## config.mk

```make
export PLATFORM = sky130hd
export DESIGN_NAME = ame_num_div
export DESIGN_NICKNAME = d
export VERILOG_FILES = /design/src/rtl/ame_pkg.sv /design/src/rtl/ame_div_lane.sv /design/src/rtl/ame_num_div.sv
export SDC_FILE = /design/constraint.sdc
export NUM_CORES = 2
export LEC_CHECK = 0
export CAP_MARGIN = 20
export CORE_MARGIN = 1.5
export CORE_UTILIZATION = 53
export DETAILED_ROUTE_END_ITERATION = 7
export PLACE_DENSITY = 0.79
export SYNTH_ARGS = -nofsm -noshare
export SYNTH_HDL_FRONTEND = slang
export SYNTH_SLANG_ARGS = --single-unit
```

## constraint.sdc

```tcl
create_clock -name clk_i -period 5.88 [get_ports clk_i]
set_input_delay 0.588 -clock clk_i [delete_from_list [all_inputs] [get_ports clk_i]]
set_output_delay 0.588 -clock clk_i [all_outputs]
set_load 0.02 [all_outputs]
```

## src/rtl/ame_pkg.sv

```systemverilog
// Shared definitions for the AME numeric divider: default width, FSM states
// and saturation constants.
package ame_pkg;

  localparam int COMP_DATA_BITS_DEF = 64;
  localparam int SAT_MAX_BITS       = 128;

  typedef enum logic [1:0] {IDLE, CALC, FIX} state_t;

  typedef struct packed {
    logic [SAT_MAX_BITS-1:0] pos;
    logic [SAT_MAX_BITS-1:0] neg;
  } sat_t;

  // Positive (2^(n-1)-1) and negative (-2^(n-1), as an n-bit pattern) limits.
  function automatic sat_t sat_max(input int n);
    sat_t s;
    s.pos = '0;
    s.neg = '0;
    for (int i = 0; i < SAT_MAX_BITS; i++) begin
      if (i < n - 1) s.pos[i] = 1'b1;
      if (i == n - 1) s.neg[i] = 1'b1;
    end
    return s;
  endfunction

endpackage

```

## src/rtl/ame_div_lane.sv

```systemverilog
// One unsigned radix-2 restoring divider datapath; sequencing comes from the
// parent through load/step.
module ame_div_lane
  import ame_pkg::*;
#(
  parameter int COMP_DATA_BITS = COMP_DATA_BITS_DEF
) (
  input  logic                      clk,
  input  logic                      load,
  input  logic                      step,
  input  logic [COMP_DATA_BITS-1:0] dividend,
  input  logic [COMP_DATA_BITS-1:0] divisor,
  output logic [COMP_DATA_BITS-1:0] quot
);

  localparam int N = COMP_DATA_BITS;

  logic [N-1:0] rem_p0;
  logic [N-1:0] quo_p0;
  logic [N-1:0] dvs_p0;
  logic [N:0]   shifted;
  logic [N:0]   diff;
  logic         qbit;
  logic [N-1:0] rem_nxt;

  // quo_p0 starts as the dividend; its MSBs feed the remainder while
  // quotient bits fill in from the bottom.
  always_comb begin
    shifted = {rem_p0, quo_p0[N-1]};
    diff    = shifted - {1'b0, dvs_p0};
    qbit    = (shifted >= {1'b0, dvs_p0});
    rem_nxt = qbit ? diff[N-1:0] : shifted[N-1:0];
  end

  always_ff @(posedge clk) begin
    if (load) begin
      rem_p0 <= '0;
      quo_p0 <= dividend;
      dvs_p0 <= divisor;
    end else if (step) begin
      rem_p0 <= rem_nxt;
      quo_p0 <= {quo_p0[N-2:0], qbit};
    end
  end

  assign quot = quo_p0;

endmodule

```

## src/rtl/ame_num_div.sv

```systemverilog
// Sequential signed divider: Q1 = M/D and Q0 = L/C in lock-step, truncated
// toward zero, with divide-by-zero and overflow saturation.
module ame_num_div
  import ame_pkg::*;
#(
  parameter int COMP_DATA_BITS = COMP_DATA_BITS_DEF,
  parameter int SHIFT_BITS     = $clog2(COMP_DATA_BITS)
) (
  input  logic                           clk_i,
  input  logic                           rst_i,
  input  logic                           comp_init_i,
  input  logic [SHIFT_BITS-1:0]          comp_shift_i,
  input  logic [3:0][COMP_DATA_BITS-1:0] comp_data_i,
  output logic                           comp_busy_o,
  output logic                           comp_done_o,
  output logic [SHIFT_BITS-1:0]          comp_shift_o,
  output logic [1:0][COMP_DATA_BITS-1:0] comp_quot_o
);

  localparam int           N        = COMP_DATA_BITS;
  localparam int           CW       = $clog2(N);
  localparam sat_t         SAT      = sat_max(N);
  localparam logic [N-1:0] POS_SAT  = SAT.pos[N-1:0];
  localparam logic [N-1:0] NEG_SAT  = SAT.neg[N-1:0];
  localparam logic [CW-1:0] CNT_LAST = CW'(N - 1);

  function automatic logic [N-1:0] abs_mag(input logic signed [N-1:0] x);
    logic [N-1:0] u;
    u = x;
    return u[N-1] ? (~u + 1'b1) : u;
  endfunction

  function automatic logic [N-1:0] fix_quot(input logic [N-1:0] mag,
                                            input logic neg,
                                            input logic den_zero,
                                            input logic num_zero,
                                            input logic num_neg);
    if (den_zero) return num_zero ? '0 : (num_neg ? NEG_SAT : POS_SAT);
    if (neg) return ~mag + 1'b1;
    if (mag[N-1]) return POS_SAT;
    return mag;
  endfunction

  state_t                state;
  logic [CW-1:0]         cnt;
  logic                  accept;
  logic [1:0]            q_neg;
  logic [1:0]            den_zero;
  logic [1:0]            num_zero;
  logic [1:0]            num_neg;
  logic [SHIFT_BITS-1:0] shift_cap;
  logic [1:0][N-1:0]     raw;
  logic [1:0][N-1:0]     fixed;

  assign accept = (state == IDLE) && comp_init_i;

  // Lane g divides comp_data_i[2g+1] by comp_data_i[2g].
  for (genvar g = 0; g < 2; g++) begin : g_lane
    logic signed [N-1:0] num;
    logic signed [N-1:0] den;
    assign num = comp_data_i[2*g+1];
    assign den = comp_data_i[2*g];

    ame_div_lane #(.COMP_DATA_BITS(N)) u_lane (
      .clk      (clk_i),
      .load     (accept),
      .step     (state == CALC),
      .dividend (abs_mag(num)),
      .divisor  (abs_mag(den)),
      .quot     (raw[g])
    );

    always_ff @(posedge clk_i) begin
      if (accept) begin
        q_neg[g]    <= num[N-1] ^ den[N-1];
        den_zero[g] <= (den == '0);
        num_zero[g] <= (num == '0);
        num_neg[g]  <= num[N-1];
      end
    end

    assign fixed[g] = fix_quot(raw[g], q_neg[g], den_zero[g], num_zero[g], num_neg[g]);
  end

  always_ff @(posedge clk_i) begin
    if (accept) shift_cap <= comp_shift_i;
  end

  always_ff @(posedge clk_i or posedge rst_i) begin
    if (rst_i) begin
      state        <= IDLE;
      cnt          <= '0;
      comp_busy_o  <= 1'b0;
      comp_done_o  <= 1'b0;
      comp_shift_o <= '0;
      comp_quot_o  <= '0;
    end else begin
      comp_done_o <= 1'b0;
      case (state)
        IDLE: begin
          if (comp_init_i) begin
            state       <= CALC;
            cnt         <= CNT_LAST;
            comp_busy_o <= 1'b1;
          end
        end
        CALC: begin
          if (cnt == '0) state <= FIX;
          else cnt <= cnt - 1'b1;
        end
        FIX: begin
          comp_quot_o  <= fixed;
          comp_shift_o <= shift_cap;
          comp_done_o  <= 1'b1;
          comp_busy_o  <= 1'b0;
          state        <= IDLE;
        end
        default: state <= IDLE;
      endcase
    end
  end

endmodule

```

== Yosys cells after proc, flatten, opt, wreduce, memory -nomap -nowiden ==
Cells that the tools add are included.
W data, S select, Z words.

* Bitwise logic cells: 8
* Add/subtract/negate cells: 9
* Eq/ne operators: 5
* Reductions and logical operators: 13
* Mux-type cells: 47
* Magnitude comparators: 2

{| class="wikitable"
|+ Operator list
! operator !! count
|-
| $mux W64 || 24
|-
| $add A64 B1 Y64 const B || 6
|-
| $not A64 Y64 || 6
|-
| $logic_not A64 Y1 || 4
|-
| $ge A65 B64 Y1 || 2
|-
| $sub A64 B64 Y64 || 2
|-
| $mux W63 || 2
|-
| $mux W1 || 14
|-
| $mux W6 || 2
|-
| $pmux W6 S2 || 1
|-
| $logic_not A6 Y1 || 1
|-
| $ne A2 B2 Y1 const B || 3
|-
| $reduce_bool A2 Y1 || 3
|-
| $sub A6 B1 Y6 const B || 1
|-
| $mux W2 || 2
|-
| $pmux W2 S2 || 1
|-
| $reduce_and A2 Y1 || 2
|-
| $reduce_and A3 Y1 || 1
|-
| $eq A2 B1 Y1 const B || 1
|-
| $eq A2 B2 Y1 const B || 1
|-
| $logic_not A2 Y1 || 1
|-
| $pmux W1 S2 || 1
|-
| $xor A1 B1 Y1 || 2
|-
| $logic_and A1 B1 Y1 || 1
|}

* Word-level logic and storage cells: 108
* Input bits: 265
* Output and inout bits: 136
* Register bits after elaboration: 542

== Depth between registers and ports, before layout ==
* Depth after elaboration: 8
* Mapped depth: 16
* Mapped depth without buffers: 15

== Modules after synthesis ==
A second synthesis with hierarchy kept.

* Cell total of the unflattened synthesis: 4374
* Area total of the unflattened synthesis: 38283.0 sq um

{| class="wikitable"
|+ By module, submodules not included
! module !! times used !! cells each !! seq. area each (sq um) !! area an instance (sq um)
|-
| ame_num_div || 1 || 1934 || 4023.9 || 14762.9
|-
| ame_div_lane (g_lane[1].u_lane) || 1 || 1232 || 5124.9 || 11907.7
|-
| ame_div_lane (g_lane[0].u_lane) || 1 || 1208 || 5124.9 || 11612.4
|}

== Worst setup path before layout ==
Ideal clock, no wire load.

* Kind: input-to-reg
* Start: input comp_init_i
* End: register den_zero[0], enable pin
* Stages on the path: 5
* Arrival: 5.272 ns
* Library setup time: 0.562 ns
* Path buffers: 3
* Data required time: 5.318 ns
* Path slack: 0.046 ns
* Cell sequence: nand2_1 clkbuf_1 clkbuf_1 inv_2 clkbuf_1

* Word-level cells in the longest chain between the ends: 1

{| class="wikitable"
|+ RTL lines
! what !! RTL line !! RTL
|-
| start: declaration || ame_num_div.sv:11 || <nowiki>input logic comp_init_i,</nowiki>
|-
| $logic_and A1 B1 Y1 || ame_num_div.sv:55 || <nowiki>assign accept = (state == IDLE) && comp_init_i;</nowiki>
|-
| net accept || ame_num_div.sv:46 || <nowiki>logic accept;</nowiki>
|-
| end signal: indexed assignment || ame_num_div.sv:76 || <nowiki>den_zero[g] <= (den == '0);</nowiki>
|-
| end: declaration || ame_num_div.sv:48 || <nowiki>logic [1:0] den_zero;</nowiki>
|}

The timed path passes the listed nets, and every way through them passes these cells.
A chain may end at the register's enable or synchronous reset.

== Worst setup path after layout ==
* Start: input comp_data_i[78] (netlist bit)
* End: register g_lane[0].u_lane.quo_p0[58] (data pin)

* Word-level cells in the longest chain between the ends: 4

{| class="wikitable"
|+ RTL lines
! what !! RTL line !! RTL
|-
| start: declaration || ame_num_div.sv:13 || <nowiki>input logic [3:0][COMP_DATA_BITS-1:0] comp_data_i,</nowiki>
|-
| $not A64 Y64 || ame_num_div.sv:30 || <nowiki>return u[N-1] ? (~u + 1'b1) : u;</nowiki>
|-
| $add A64 B1 Y64 || ame_num_div.sv:30 ||
|-
| $mux W64 || ame_num_div.sv:30 ||
|-
| $mux W64 || ame_div_lane.sv:36 || <nowiki>if (load) begin</nowiki>
|-
| end signal: assignment || ame_div_lane.sv:38 || <nowiki>quo_p0 <= dividend;</nowiki>
|-
| end signal: assignment || ame_div_lane.sv:42 || <nowiki>quo_p0 <= {quo_p0[N-2:0], qbit};</nowiki>
|-
| end: declaration || ame_div_lane.sv:19 || <nowiki>logic [N-1:0] quo_p0;</nowiki>
|}

Every way passes these cells.

==> flow_summary.toml <==
[pwr]
clkPwrFrac = 0.196
pwr-share-comb = 0.482
leakage_nw = 17.3
swShare = 0.423
power_density_nw_per_um2 = 460
seq_power_share = 0.323
p_sw_w = 0.00851
power_w = 0.0201
peakVddDrop_mv = 0.364
internal_power_w = 0.0116

[global_route]
first_global_vias = 31400
grt_usage = 0.287
grt_max_degree = 188
gr-total-overflow = 0
antenna_found_initial = 11
grt_pass1_wl_um = 167000

[timing]
tightest_slew_ps = 1080
setup_slack_ps = 1040
max_freq_mhz = 207
rsz0062_at_grt = "no"
period_minus_slack_ps = 4840
relSlewSlack = 0.280
clock-skew-final_ps = 32.0
fin_tns_setup_ps = 0
hold_viol_final = 0
fin_crit_sh = 0.823
slew_violations = 0
setup_viol_count_final = 0

[logic_synthesis]
synth_top_area_cell = "edfxtp_1"
ys_async_sr_fraction = 0.266
postSynthAreaPerCell_um2 = 8.47
synth_cell_type_count = 85
synth-seq-cells = 542
synthCells = 4367
synth-main-ff-cell = "edfxtp_1"
synth.net_count = 4770
yosys_warnings = 0
yosysTopAreaCellShare = 0.219
synth_edf_count = 270
synthTopCellsByArea = "edfxtp_1 22%, dfrtp_1 9.7%, dfxtp_1 6.9%, o21ai_0 6.0%, a21oi_1 5.7%"
synthesis.area_um2 = 37000
seq_area_frac_synth = 0.386

[clock_network]
cts.clk_slew.worst_paths_ps = 60
cts_tree = "yes"
worstSkewPairLatency_ps = 640
cts-root-buf = "clkbuf_16"
cts_resized = 0
cts.htree.levels = 2
clockBufferDepth = 3
cts_setup_buffers = 0
cts.sinks = 542
hold_buffers = 0
cts_buffers = 59

[finish]
fillers = 5866
fin_nets = 5010
multiInputGateArea_um2 = 21000
synthToLayoutAreaGrowth_pct = 18.1
seq_area_um2 = 14300
drive_above_1_share = 0.0464
final_core_util = 0.635

[floorplanning]
start_util = 0.538
core_um2 = 68800
die_w_um = 267
die_area_um2 = 71400
fp.dieH_um = 267
ios = 401
rows = 96

[placed_design]
gp_congestion = 0.934
hpwl_um = 74800
io_buffers = 400
pre_cts_ws_ps = 461

[setup_path]
start_kind = "input pin"
cp_cell_sequence = "clkdlybuf4s50_1 -> or4_1 -> nor4_1 -> or4b_1 -> nand4b_1 -> or4_1 -> or4_1 -> nor4_1 -> nand3_1 -> o21ai_0 -> xor2_1 -> o21ai_0"
worstPathRequired_ps = 6230
cp-end-kind = "flip-flop"
cpPeakStageDelay_ps = 590
path_class = "in -> reg"
slowest_stage = "or4_1"
cp_max_fo = 9
cp_common_cell = "or4_1"
arrival_ps = 5180

[detailed_routing]
drc = 0
drt-total-wl_um = 106000
via_count = 34100
drt_first_pass_iters = 5
drt_iter0_drc = 3102
antenna_left = 0
viasPerCell = 6.09
post_drt_wl_per_cell_um = 19.0

[hold_path]
hold_path_class = "reg -> reg"

[run]
maxCapViolCount = 0

[outcome]
status = "complete, no violations"
## state kept, by name, indices dropped and copies added (netlist names)
signal                cells
num_zero                  2
den_zero                  2
cnt                       6
g_lane.u_lane.dvs_p0    128
shift_cap                 6
g_lane.u_lane.rem_p0    128
num_neg                   2
q_neg                     2
comp_busy_o               1
comp_done_o               1
g_lane.u_lane.quot      128
comp_quot_o             128
comp_shift_o              6
state                     2
## final timing paths
check,from,to,slack [ps],cells past startpoint
worst max-delay path,comp_data_i[78],g_lane[0].u_lane.quot[58]$_DFFE_PP_,1040,12
worst min-delay path,shift_cap[0]$_DFFE_PP_,comp_shift_o[0]$_DFFE_PP0P_,480,1
worst max register to register,g_lane[1].u_lane.quot[63]$_DFFE_PP_,g_lane[1].u_lane.rem_p0[62]$_SDFFE_PP0P_,1290,16
worst min register to register,shift_cap[0]$_DFFE_PP_,comp_shift_o[0]$_DFFE_PP0P_,480,1
max in group asynchronous,rst_i,comp_quot_o[105]$_DFFE_PP0P_,4070,3
min in group asynchronous,rst_i,comp_quot_o[41]$_DFFE_PP0P_,500,2
## cell families (layout without fill, tap and decap cells)
family | Yosys count | in the layout | synth area share
xor gates and xnor gates | 362 | 362 | 0.0857
adders and majority gates | 138 | 138 | 0.0471
AOI/OAI and AO/OA | 1518 | 1518 | 0.255
other | 0 | 8 | 0
and+or+nand+nor | 1306 | 1306 | 0.170
DFF | 542 | 542 | 0.386
buffers and inverters | 468 | 759 | 0.0479
muxes | 33 | 33 | 0.00920
## layout make-up
type	count	area share
Antenna cell	8	0.000458
Clock buffer	76	0.0393
Clock inverter	36	0.00793
Inverter	210	0.0184
Multi-Input combinational cell	3357	0.481
Sequential cell	542	0.327
Tap cell	931	0.0267
Timing Repair Buffer	437	0.0992
## placed cells by master, fill, tap and decap left out, types with 136 or more instances in the layout
| master | instances |
|---|---|
| xor2_1 | 168 |
| a21oi_1 | 422 |
| xnor2_1 | 194 |
| edfxtp_1 | 270 |
| nor2_1 | 315 |
| o21ai_0 | 445 |
| ha_1 | 136 |
| dfrtp_1 | 144 |
| clkdlybuf4s50_1 | 396 |
| nand2_1 | 430 |
| inv_1 | 207 |
## synth_stat cells (13+ instances only)
cell / number
o211ai_1: 16
and3_1: 22
mux2i_1: 25
o21a_1: 43
xnor2_1: 194
a311oi_1: 43
nor3_1: 110
inv_1: 209
dfxtp_1: 128
o22ai_1: 37
o21ai_0: 445
nor2b_1: 20
edfxtp_1: 270
or4_1: 48
or2_2: 21
a211oi_1: 47
o21bai_1: 30
o22a_1: 74
dfrtp_1: 144
nand2_1: 432
a31oi_1: 72
clkbuf_1: 243
or3_1: 58
nor2_1: 317
o31ai_1: 85
ha_1: 136
a21oi_1: 422
o41ai_1: 39
buf_1: 13
nand4_1: 61
a21o_1: 76
nor4_1: 41
nand2b_1: 43
xor2_1: 168
nand3_1: 75
## worst max-delay path: cells and delay by family
| kind | cells | cell delay, ps |
|---|---|---|
| AO/OA/AOI/OAI | 2 | 460 |
| XOR/XNOR | 1 | 190 |
| buffers and inverters | 1 | 460 |
| AND/OR/NAND/NOR | 8 | 3490 |
## routing by layer
metal	share of wire	global-route usage	routed length, µm	vias up
li1	-	-	-	16600
met1	0.44	0.400	46600	16100
met2	0.46	0.459	48500	1213
met3	0.075	0.0417	7970	186
met4	0.028	0.0912	2950	10
met5	0.00049	0	52	-
## stage by stage
stage / instances / instance area, µm² / hold slack, ps
after global routing: 5595 / 43700 / 485
after floorplan: 4367 / 37000 / 449
after detailed placement: 5473 / 41500 / 465
after global placement: 5473 / 41500 / 458
after CTS: 5585 / 43600 / 480
final: 5597 / 43700 / 479
## power by group through the flow
stage	Combinational, W	Sequential [W]	Clock (W)
finish	0.00969	0.00649	0.00393
global route	0.0108	0.00665	0.00413
CTS	0.00956	0.00645	0.00399
detailed placement	0.00948	0.00651	0
global placement	0.00928	0.00648	0
floorplan	0.00737	0.00621	0
Power figures use the tool's default switching activity.
